==> config.mk <==
export PLATFORM = sky130hd
export DESIGN_NAME = uart_fifo_core
export DESIGN_NICKNAME = d
export VERILOG_FILES = /design/src/rtl/uart_fifo_core.sv
export SDC_FILE = /design/constraint.sdc
export NUM_CORES = 1
export LEC_CHECK = 0
export BUFFER_PORTS_ARGS = -buffer_cell sky130_fd_sc_hd__buf_2
export CAP_MARGIN = 25
export CORE_ASPECT_RATIO = 2
export CORE_UTILIZATION = 45
export DETAILED_ROUTE_END_ITERATION = 10
export MAX_ROUTING_LAYER = met4
export PLACE_DENSITY_LB_ADDON = 0.25
export SYNTH_ARGS = -nofsm -noshare
export SYNTH_HDL_FRONTEND = slang
export SYNTH_SLANG_ARGS = --single-unit
==> constraint.sdc <==
create_clock -name clk -period 10.18 [get_ports clk]
set_input_delay 1.018 -clock clk [delete_from_list [all_inputs] [get_ports clk]]
set_output_delay 1.018 -clock clk [all_outputs]
set_load 0.005 [all_outputs]
==> src/rtl/uart_fifo_core.sv <==
// Full-duplex UART with TX/RX FIFOs, glitch-filtered receiver, sticky errors.
// Define UART_PARITY_EN to add the per-frame parity bit (cfg_parity).
module uart_fifo_buf #(
  parameter int W     = 8,
  parameter int DEPTH = 4
) (
  input  logic                     clk,
  input  logic                     rstn,
  input  logic                     wr,
  input  logic [W-1:0]             wdata,
  input  logic                     rd,
  output logic [W-1:0]             head,
  output logic [$clog2(DEPTH):0]   count,
  output logic                     full,
  output logic                     empty
);
  localparam int AW = $clog2(DEPTH);
  localparam int CW = AW + 1;

  logic [W-1:0]  mem [DEPTH];
  logic [AW-1:0] wp;
  logic [AW-1:0] rp;
  logic          push;
  logic          pop;

  assign empty = count == '0;
  assign full  = count == CW'(DEPTH);
  assign pop   = rd && !empty;
  // a full FIFO still accepts a write when the head leaves in the same cycle
  assign push  = wr && (!full || pop);
  assign head  = mem[rp];

  always_ff @(posedge clk) begin
    if (push) mem[wp] <= wdata;
  end

  always_ff @(posedge clk) begin
    if (!rstn) begin
      wp    <= '0;
      rp    <= '0;
      count <= '0;
    end else begin
      if (push) wp <= wp + 1'b1;
      if (pop)  rp <= rp + 1'b1;
      count <= count + CW'(push) - CW'(pop);
    end
  end
endmodule

module uart_fifo_core #(
  parameter int DATA_W     = 8,
  parameter int STOP_BITS  = 1,
  parameter int FIFO_DEPTH = 4
) (
  input  logic                        clk,
  input  logic                        rstn,
  input  logic [15:0]                 period,
  input  logic [1:0]                  cfg_parity,
  input  logic                        tx_wr,
  input  logic [DATA_W-1:0]           tx_wdata,
  output logic                        tx_full,
  output logic                        tx_idle,
  output logic                        txd,
  input  logic                        rxd,
  input  logic                        rx_rd,
  output logic [DATA_W-1:0]           rx_rdata,
  output logic                        rx_valid,
  output logic [$clog2(FIFO_DEPTH):0] rx_count,
  input  logic                        err_clear,
  output logic                        frame_err,
  output logic                        overrun,
  output logic                        par_err
);
  localparam logic [2:0] S_IDLE  = 3'd0;
  localparam logic [2:0] S_START = 3'd1;
  localparam logic [2:0] S_DATA  = 3'd2;
  localparam logic [2:0] S_STOP  = 3'd4;
`ifdef UART_PARITY_EN
  localparam logic [2:0] S_PAR   = 3'd3;
`endif

  logic [15:0] per_eff;
  assign per_eff = (period < 16'd4) ? 16'd4 : period;

  logic                        tx_empty;
  logic                        tx_load;
  logic                        tx_end;
  logic                        tx_last_stop;
  logic [DATA_W-1:0]           tx_head;
  logic [DATA_W-1:0]           tx_sh;
  logic [2:0]                  tx_st;
  logic [2:0]                  tx_after;
  logic [15:0]                 tx_per;
  logic [15:0]                 tx_tick;
  logic [3:0]                  tx_bit;
  logic                        tx_stp;
  logic [$clog2(FIFO_DEPTH):0] unused_tx_level;

  logic              rx_meta;
  logic              rxs;
  logic              rx_empty;
  logic              rx_full;
  logic              rx_end;
  logic              rx_half;
  logic              rx_smp;
  logic              rx_push;
  logic              rx_pbad;
  logic              fe_set;
  logic              ov_set;
  logic [DATA_W-1:0] rx_head;
  logic [DATA_W-1:0] rx_sh;
  logic [2:0]        rx_st;
  logic [2:0]        rx_after;
  logic [15:0]       rx_per;
  logic [15:0]       rx_tick;
  logic [3:0]        rx_bit;

`ifdef UART_PARITY_EN
  logic       tx_pbit;
  logic       ps_set;
  logic [1:0] tx_pm;
  logic [1:0] rx_pm;

  assign tx_after = (^tx_pm) ? S_PAR : S_STOP;
  assign rx_after = (^rx_pm) ? S_PAR : S_STOP;
  // only reached with even (01) or odd (10) mode, so bit 1 selects odd
  assign ps_set = rx_st == S_PAR && rx_end &&
                  (^rx_sh ^ rxs ^ rx_pm[1]);

  always_ff @(posedge clk) begin
    if (!rstn) begin
      tx_pbit <= 1'b0;
      tx_pm   <= 2'b00;
      rx_pm   <= 2'b00;
      rx_pbad <= 1'b0;
      par_err <= 1'b0;
    end else begin
      if (tx_load) begin
        tx_pm   <= cfg_parity;
        tx_pbit <= ^tx_head ^ cfg_parity[1];
      end
      if (rx_st == S_IDLE && !rxs) rx_pm <= cfg_parity;
      if (rx_st == S_START) rx_pbad <= 1'b0;
      if (ps_set) rx_pbad <= 1'b1;
      par_err <= ps_set | (par_err & ~err_clear);
    end
  end
`else
  logic unused_par;
  assign unused_par = ^cfg_parity;
  assign tx_after   = S_STOP;
  assign rx_after   = S_STOP;
  assign rx_pbad    = 1'b0;
  assign par_err    = 1'b0;
`endif

  uart_fifo_buf #(.W(DATA_W), .DEPTH(FIFO_DEPTH)) u_tx_fifo (
    .clk   (clk),
    .rstn  (rstn),
    .wr    (tx_wr),
    .wdata (tx_wdata),
    .rd    (tx_load),
    .head  (tx_head),
    .count (unused_tx_level),
    .full  (tx_full),
    .empty (tx_empty)
  );

  assign tx_end       = tx_tick == tx_per - 16'd1;
  assign tx_last_stop = tx_stp == 1'(STOP_BITS - 1);
  // back-to-back frames: reload straight out of the last stop bit
  assign tx_load = !tx_empty &&
                   (tx_st == S_IDLE ||
                    (tx_st == S_STOP && tx_end && tx_last_stop));
  assign tx_idle = tx_st == S_IDLE && tx_empty;

  always_ff @(posedge clk) begin
    if (!rstn) begin
      tx_st   <= S_IDLE;
      tx_per  <= 16'd4;
      tx_tick <= '0;
      tx_bit  <= '0;
      tx_stp  <= 1'b0;
      tx_sh   <= '0;
    end else if (tx_load) begin
      tx_st   <= S_START;
      tx_per  <= per_eff;
      tx_tick <= '0;
      tx_sh   <= tx_head;
    end else begin
      case (tx_st)
        S_START: begin
          if (tx_end) begin
            tx_st   <= S_DATA;
            tx_tick <= '0;
            tx_bit  <= '0;
          end else tx_tick <= tx_tick + 16'd1;
        end
        S_DATA: begin
          if (tx_end) begin
            tx_tick <= '0;
            tx_sh   <= tx_sh >> 1;
            tx_bit  <= tx_bit + 4'd1;
            if (tx_bit == 4'(DATA_W - 1)) begin
              tx_st  <= tx_after;
              tx_stp <= 1'b0;
            end
          end else tx_tick <= tx_tick + 16'd1;
        end
`ifdef UART_PARITY_EN
        S_PAR: begin
          if (tx_end) begin
            tx_st   <= S_STOP;
            tx_tick <= '0;
            tx_stp  <= 1'b0;
          end else tx_tick <= tx_tick + 16'd1;
        end
`endif
        S_STOP: begin
          if (tx_end) begin
            tx_tick <= '0;
            if (tx_last_stop) tx_st <= S_IDLE;
            else tx_stp <= tx_stp + 1'b1;
          end else tx_tick <= tx_tick + 16'd1;
        end
        default: ;
      endcase
    end
  end

  always_comb begin
    txd = 1'b1;
    case (tx_st)
      S_START: txd = 1'b0;
      S_DATA:  txd = tx_sh[0];
`ifdef UART_PARITY_EN
      S_PAR:   txd = tx_pbit;
`endif
      default: txd = 1'b1;
    endcase
  end

  always_ff @(posedge clk) begin
    if (!rstn) begin
      rx_meta <= 1'b1;
      rxs     <= 1'b1;
    end else begin
      rx_meta <= rxd;
      rxs     <= rx_meta;
    end
  end

  assign rx_end  = rx_tick == rx_per - 16'd1;
  assign rx_half = rx_tick == (rx_per >> 1) - 16'd1;
  assign rx_smp  = rx_st == S_STOP && rx_end;
  assign fe_set  = rx_smp && !rxs;
  assign rx_push = rx_smp && rxs && !rx_pbad;
  assign ov_set  = rx_push && rx_full && !rx_rd;

  uart_fifo_buf #(.W(DATA_W), .DEPTH(FIFO_DEPTH)) u_rx_fifo (
    .clk   (clk),
    .rstn  (rstn),
    .wr    (rx_push),
    .wdata (rx_sh),
    .rd    (rx_rd),
    .head  (rx_head),
    .count (rx_count),
    .full  (rx_full),
    .empty (rx_empty)
  );

  assign rx_valid = !rx_empty;
  assign rx_rdata = rx_empty ? '0 : rx_head;

  always_ff @(posedge clk) begin
    if (!rstn) begin
      rx_st   <= S_IDLE;
      rx_per  <= 16'd4;
      rx_tick <= '0;
      rx_bit  <= '0;
      rx_sh   <= '0;
    end else begin
      case (rx_st)
        S_IDLE: begin
          if (!rxs) begin
            rx_st   <= S_START;
            rx_per  <= per_eff;
            rx_tick <= '0;
          end
        end
        S_START: begin
          if (rx_half) begin
            rx_tick <= '0;
            rx_bit  <= '0;
            rx_st   <= rxs ? S_IDLE : S_DATA;
          end else rx_tick <= rx_tick + 16'd1;
        end
        S_DATA: begin
          if (rx_end) begin
            rx_tick <= '0;
            rx_sh   <= {rxs, rx_sh[DATA_W-1:1]};
            rx_bit  <= rx_bit + 4'd1;
            if (rx_bit == 4'(DATA_W - 1)) rx_st <= rx_after;
          end else rx_tick <= rx_tick + 16'd1;
        end
`ifdef UART_PARITY_EN
        S_PAR: begin
          if (rx_end) begin
            rx_tick <= '0;
            rx_st   <= S_STOP;
          end else rx_tick <= rx_tick + 16'd1;
        end
`endif
        S_STOP: begin
          if (rx_end) begin
            rx_tick <= '0;
            rx_st   <= S_IDLE;
          end else rx_tick <= rx_tick + 16'd1;
        end
        default: rx_st <= S_IDLE;
      endcase
    end
  end

  always_ff @(posedge clk) begin
    if (!rstn) begin
      frame_err <= 1'b0;
      overrun   <= 1'b0;
    end else begin
      frame_err <= fe_set | (frame_err & ~err_clear);
      overrun   <= ov_set | (overrun & ~err_clear);
    end
  end
endmodule
==> run summary, run 1 <==
top post-synthesis cells by area: dfxtp_1 25%, edfxtp_1 21%, xnor2_1 4.0%, mux2i_1 3.9%, mux4_2 3.9%
FF/Latch Area: 4240 µm²
vias in the first global route: 6597
worst setup margin: 5430 ps
Post-Route WL: 19600 µm
top cell type's share of synthesized area: 24.8%
Initial Utilization: 45.9%
Die Y: 206 µm
Core Area: 20400 µm²
Power Density: 210 nW/µm²
DIE AREA: 21400 µm²
post-synth top area cell: dfxtp_1
IO Pins: 50
Top FF cell, synth: dfxtp_1
per-cell routed wire length: 16.0 µm
first-pass GRT wire length: 32600 µm
cts-stage hold buffer count: 0
fill count: 1910
CP required: 10480 ps
critical path class: reg2reg
min Tclk post-route: 4750 ps
asr flop ratio synth: 0%
Final nets: 997
CTS Sinks: 180
initial antenna violation count: 0
# diodes: 0
Hold Fails Final Rpt: 0
Port Buf Inserts: 46
max cap viols: 0
post-CTS sizing: 0
Critical Path Start Type: flop
setup bufs post-CTS: 0
most numerous cell in the Yosys netlist: dfxtp_1
sequential fraction of the synthesis area: 45.4%
static leakage: 3.85 nW
Final setup viols: 0
DP Wirelength: 14100 µm
Vias/cell: 5.52
Worst Tran Pin Value: 1030 ps
DRC: 0
first-pass detailed-route iteration total: 4
gp weighted congestion: 0.844
placement row count: 74
via count: 6754
fmax: 211 MHz
Bufs on Longest Clock Path: 2
Worst Path Max Fanout: 39
TritonCTS clock tree: built
area occupied by multi-input gates: 4690 µm²
Worst Skew: 12.4 ps
worst slew margin relative to its limit: 31.3%
Min Hold Slack: 427 ps
outcome: complete, no violations
GRT Util Overall: 20.1%
pin count of the biggest net entering global routing: 62
Detail Route Antenna Nets: 0
CTS Buf Count: 17
Reg clk slew, reported paths: 70 ps
Peak VDD IR: 0.000137 V
Synth-to-Final Area Change: 9.41%
count of cell types in the netlist: 80
Final TNS setup: 0 ps
Die W: 104 µm
pre-CTS setup slack: 5430 ps
syn_nets: 997
EDFF count, synth: 64
worst min path class: reg2reg
Yosys warnings: 0
Synth top cells by count: 116 x dfxtp_1, 84 x nor2_1, 78 x nand2_1, 64 x edfxtp_1, 53 x clkbuf_1
Root Buffer: clkbuf_16
CTS HTree Levels: 4
Cell Area, Synth: 9360 µm²
Mapped Cells: 944
arrival time worst endpoint: 5050 ps
Iter 0 DRT Violations: 283
Seq cells post-synth: 180
gr ovfl total: 0
Crit. End Element: flop
layout cell share with drive strength beyond 1: 13.3%
Clock Latency Late Sink: 440 ps
max-slew violations: 0
fin crit share: 46.6%
Post-Syn Area per Cell: 9.91 µm²
utilization after layout: 50.3%
RSZ-0062 raised after global routing: no
==> state kept, by name (all words and copies together), names as in the netlist, named ones only <==
name / flops
tx_bit: 4
u_tx_fifo.count: 3
u_rx_fifo.rp: 2
tx_tick: 16
u_rx_fifo.count: 3
tx_st: 3
u_tx_fifo.mem: 32
rx_st: 3
rxs: 1
rx_tick: 16
frame_err: 1
tx_per: 16
rx_per: 16
u_tx_fifo.rp: 2
u_rx_fifo.wp: 2
u_rx_fifo.mem: 32
tx_sh: 8
rx_meta: 1
rx_sh: 8
u_tx_fifo.wp: 2
overrun: 1
rx_bit: 4
==> layout make-up <==
type                            instances  share of cell area, %
Clock buffer                           17                   4.15
Clock inverter                         15                   1.82
Inverter                               27                  0.990
Multi-Input combinational cell        668                   45.8
Sequential cell                       180                   41.5
Tap cell                              266                   3.25
Timing Repair Buffer                   50                   2.54
==> power breakdown <==
| group | total (mW) | leakage, nW | switching, mW | internal (mW) |
|---|---|---|---|---|
| registers | 0.903 | 1.53 | 0.0903 | 0.813 |
| clock network | 0.679 | 0.295 | 0.306 | 0.373 |
| logic | 0.568 | 2.02 | 0.289 | 0.279 |
==> cell families (layout without fill, tap and decap cells) <==
logic type | after synthesis | in the layout | share of synthesized area (%)
XOR/XNOR | 83 | 83 | 7.77
multiplexers | 52 | 52 | 7.70
adder cells (fa/ha/maj) | 22 | 22 | 3.08
AND/OR/NAND/NOR | 382 | 382 | 21.7
other | 1 | 1 | 0.0401
flip-flops | 180 | 180 | 45.4
AO/OA/AOI/OAI | 128 | 128 | 9.77
buffers and inverters | 96 | 109 | 4.61
==> final timing paths <==
check | startpoint | end | depth (start not counted) | slack (ps)
worst max register to register | tx_per[0] | u_tx_fifo.count[2] | 15 | 5430
worst min register to register | rx_meta | rxs | 1 | 430
worst min-delay path | rx_meta | rxs | 1 | 430
worst max-delay path | tx_per[0] | u_tx_fifo.count[2] | 15 | 5430
==> per-layer routing <==
metal	routed length, µm	GRT usage, %	share of wire [%]
met5	0	-	0
met4	573	9.13	2.9
met3	506	3.82	2.6
met2	10900	37.6	56
met1	7570	20.0	39
==> worst max-delay path: stages, from the launching register on <==
cell     delay, ps
dfxtp_1        350
inv_1           70
ha_1           210
or4b_2         650
or4_1          500
o211a_1        140
a211o_1        300
a22oi_4        240
a31o_2         860
ha_1           270
inv_1           40
ha_1           180
fa_1           380
xnor2_1        190
xnor2_1        150
nor2_1          60
==> placed cells by master, fill, tap and decap left out, types with 5 or more instances in the layout <==
master / n
a211oi_1: 6
a21o_1: 5
a21oi_1: 36
a22o_1: 6
a31oi_1: 11
and2_1: 24
and3_1: 14
buf_2: 46
clkbuf_16: 17
dfxtp_1: 116
edfxtp_1: 64
ha_1: 19
inv_1: 26
mux2i_1: 36
mux4_2: 16
nand2_1: 78
nand2b_1: 18
nand3_1: 42
nand4_1: 18
nand4b_1: 9
nor2_1: 84
nor2b_1: 9
nor3_1: 18
nor3b_1: 11
nor4_1: 13
nor4b_1: 5
o211ai_1: 5
o21a_1: 9
o21ai_0: 13
or2_2: 6
or3_1: 9
xnor2_1: 43
xor2_1: 40
==> per-stage QoR <==
step / area (µm²) / total power [mW] / instances
final: 10200 / 2.15 / 1223
after global routing: 10200 / 2.28 / 1223
after CTS: 10200 / 2.18 / 1223
after detailed placement: 9630 / 1.49 / 1191
after global placement: 9630 / 1.48 / 1191
after floorplan: 9360 / 1.37 / 944
Note: power is estimated with default switching activity, not from simulation.
==> run 2, diff against run 1 <==
- clock period: 10.18 -> 4.53 ns (I/O delays scaled with it)
==> run summary, run 2 (same netlist as run 1, synthesis figures left out) <==
Port Buf Inserts: 46 (unchanged)
R2R depth: 12 (-3)
worst min path class: in2reg
IO Pins: 50 (unchanged)
TritonCTS clock tree: built
Hold Fails Final Rpt: 0 (unchanged)
overall power: 4.80 mW (+120%)
Peak VDD IR: 0.000305 V (+120%)
max cap viols: 0 (unchanged)
per-cell routed wire length: 15.9 µm (-0.59%)
CTS Buf Count: 17 (unchanged)
Die W: 104 µm (unchanged)
WHS Path Cells: 1 (unchanged)
DP Wirelength: 14300 µm (+1.2%)
fin crit share: 90.9% (+44 points)
Synth-to-Final Area Change: 9.80%
CTS Sinks: 180 (unchanged)
Worst Skew: 11.2 ps (-1.28 ps)
Post-Route WL: 19600 µm (about the same)
critical path class: reg2reg
initial antenna violation count: 0 (unchanged)
first-pass GRT wire length: 32800 µm (+0.68%)
post-CTS sizing: 0 (unchanged)
pin count of the biggest net entering global routing: 64 (+3.2%)
Final nets: 1004 (+0.70%)
Root Buffer: clkbuf_16
vias in the first global route: 6663 (+1.0%)
via count: 6773 (+0.28%)
Clock Latency Late Sink: 450 ps (about the same)
gr ovfl total: 0 (unchanged)
Final setup viols: 0 (unchanged)
Top Registers: u_rx_fifo.mem (32), u_tx_fifo.mem (32)
Vias/cell: 5.51 (-0.29%)
arrival time worst endpoint: 4450 ps (-600 ps)
CP required: 4860 ps (-5620 ps)
GRT Util Overall: 20.1% (-0.029 points)
first-pass detailed-route iteration total: 6 (+2)
layout cell share with drive strength beyond 1: 13.7% (+0.42 points)
gp weighted congestion: 0.861 (+2.0%)
Power Density: 467 nW/µm² (+120%)
Initial Utilization: 45.9% (unchanged)
Reg clk slew, reported paths: 70 ps (about the same)
commonest cells after routing, fill and taps aside: 116 x dfxtp_1, 84 x nor2_1, 78 x nand2_1
Worst Tran Pin Value: 999 ps (-30.9 ps)
static leakage: 3.88 nW (+0.71%)
Worst Path Max Fanout: 8 (-79%)
min Tclk post-route: 4120 ps (-630 ps)
max-slew violations: 0 (unchanged)
DRC: 0 (unchanged)
cts-stage hold buffer count: 0 (unchanged)
Final TNS setup: 0 ps (unchanged)
setup bufs post-CTS: 0 (unchanged)
RSZ-0062 raised after global routing: no
Crit. End Element: flop
commonest non-fill, non-tap cell in the layout: dfxtp_1
CTS HTree Levels: 4 (unchanged)
worst slew margin relative to its limit: 33.1% (+1.8 points)
outcome: complete, no violations
Iter 0 DRT Violations: 312 (+10%)
Detail Route Antenna Nets: 0 (unchanged)
Die Y: 206 µm (unchanged)
Core Area: 20400 µm² (unchanged)
# diodes: 0 (unchanged)
placement row count: 74 (unchanged)
fmax: 243 MHz (+15%)
Bufs on Longest Clock Path: 2 (unchanged)
Critical Path Start Type: flop
DIE AREA: 21400 µm² (unchanged)
==> run 2: cell types whose count changed in the layout (fill, tap and decap cells not counted), sizes merged <==
cell / delta
buf: +7
bufinv: -1
clkbuf: +7
clkinv: -2
inv: -4
==> run 2: cell type report <==
class / count / area (µm²)
clock buffers: 24 / 507
clock inverters: 8 / 88.8
well taps: 266 / 333
multi-input cells: 668 / 4690
flip-flops and latches: 180 / 4240
repair buffers: 57 / 313
inverters: 27 / 101
fillers: 1885 / 10100
==> run 2: power breakdown <==
| part | leakage (nW) | switching, mW | total [mW] | internal [mW] |
|---|---|---|---|---|
| sequential | 1.53 | 0.198 | 2.03 | 1.83 |
| clock | 0.288 | 0.640 | 1.49 | 0.849 |
| combinational | 2.06 | 0.650 | 1.29 | 0.637 |
==> run 2: worst max-delay path, cell delays in order, from the launching register on <==
cell	delay, ps
dfxtp_1	340
inv_1	100
ha_1	310
nor4b_2	640
xnor2_1	150
nor4_1	520
nand3_1	170
nor4b_1	340
nand4_1	150
nor3b_1	500
ha_1	250
fa_1	400
and2_1	160
==> run 2: metal layers <==
metal  track usage, %  up-vias  share of wire (%)
met2             37.3      103                 55
met3             4.01       38                2.6
met1             20.3     3253                 39
met5                -        -                  0
li1                 -     3379                  -
met4             8.47        0                2.8
==> run 2: metrics by stage <==
| stage | instances | instance area [µm²] | util, % | hold WS, ps | worst slack [ps] |
|---|---|---|---|---|---|
| 4_1_cts | 1230 | 10300 | 50.4 | 205 | 398 |
| 3_5_place_dp | 1198 | 9680 | 47.5 | 424 | 407 |
| 5_1_grt | 1230 | 10300 | 50.4 | 215 | 102 |
| 2_1_floorplan | 944 | 9360 | - | 386 | 635 |
| 3_3_place_gp | 1198 | 9680 | 47.5 | 410 | 437 |
| 6_report | 1230 | 10300 | 50.4 | 223 | 413 |
==> run 2: final timing paths <==
check	start	end	slack (ps)
worst max register to register	rx_per[1]	u_rx_fifo.count[1]	410
worst min-delay path	tx_wdata[4]	u_tx_fifo.mem[0][4]	220
worst max-delay path	rx_per[1]	u_rx_fifo.count[1]	410
worst min register to register	rx_meta	rxs	430
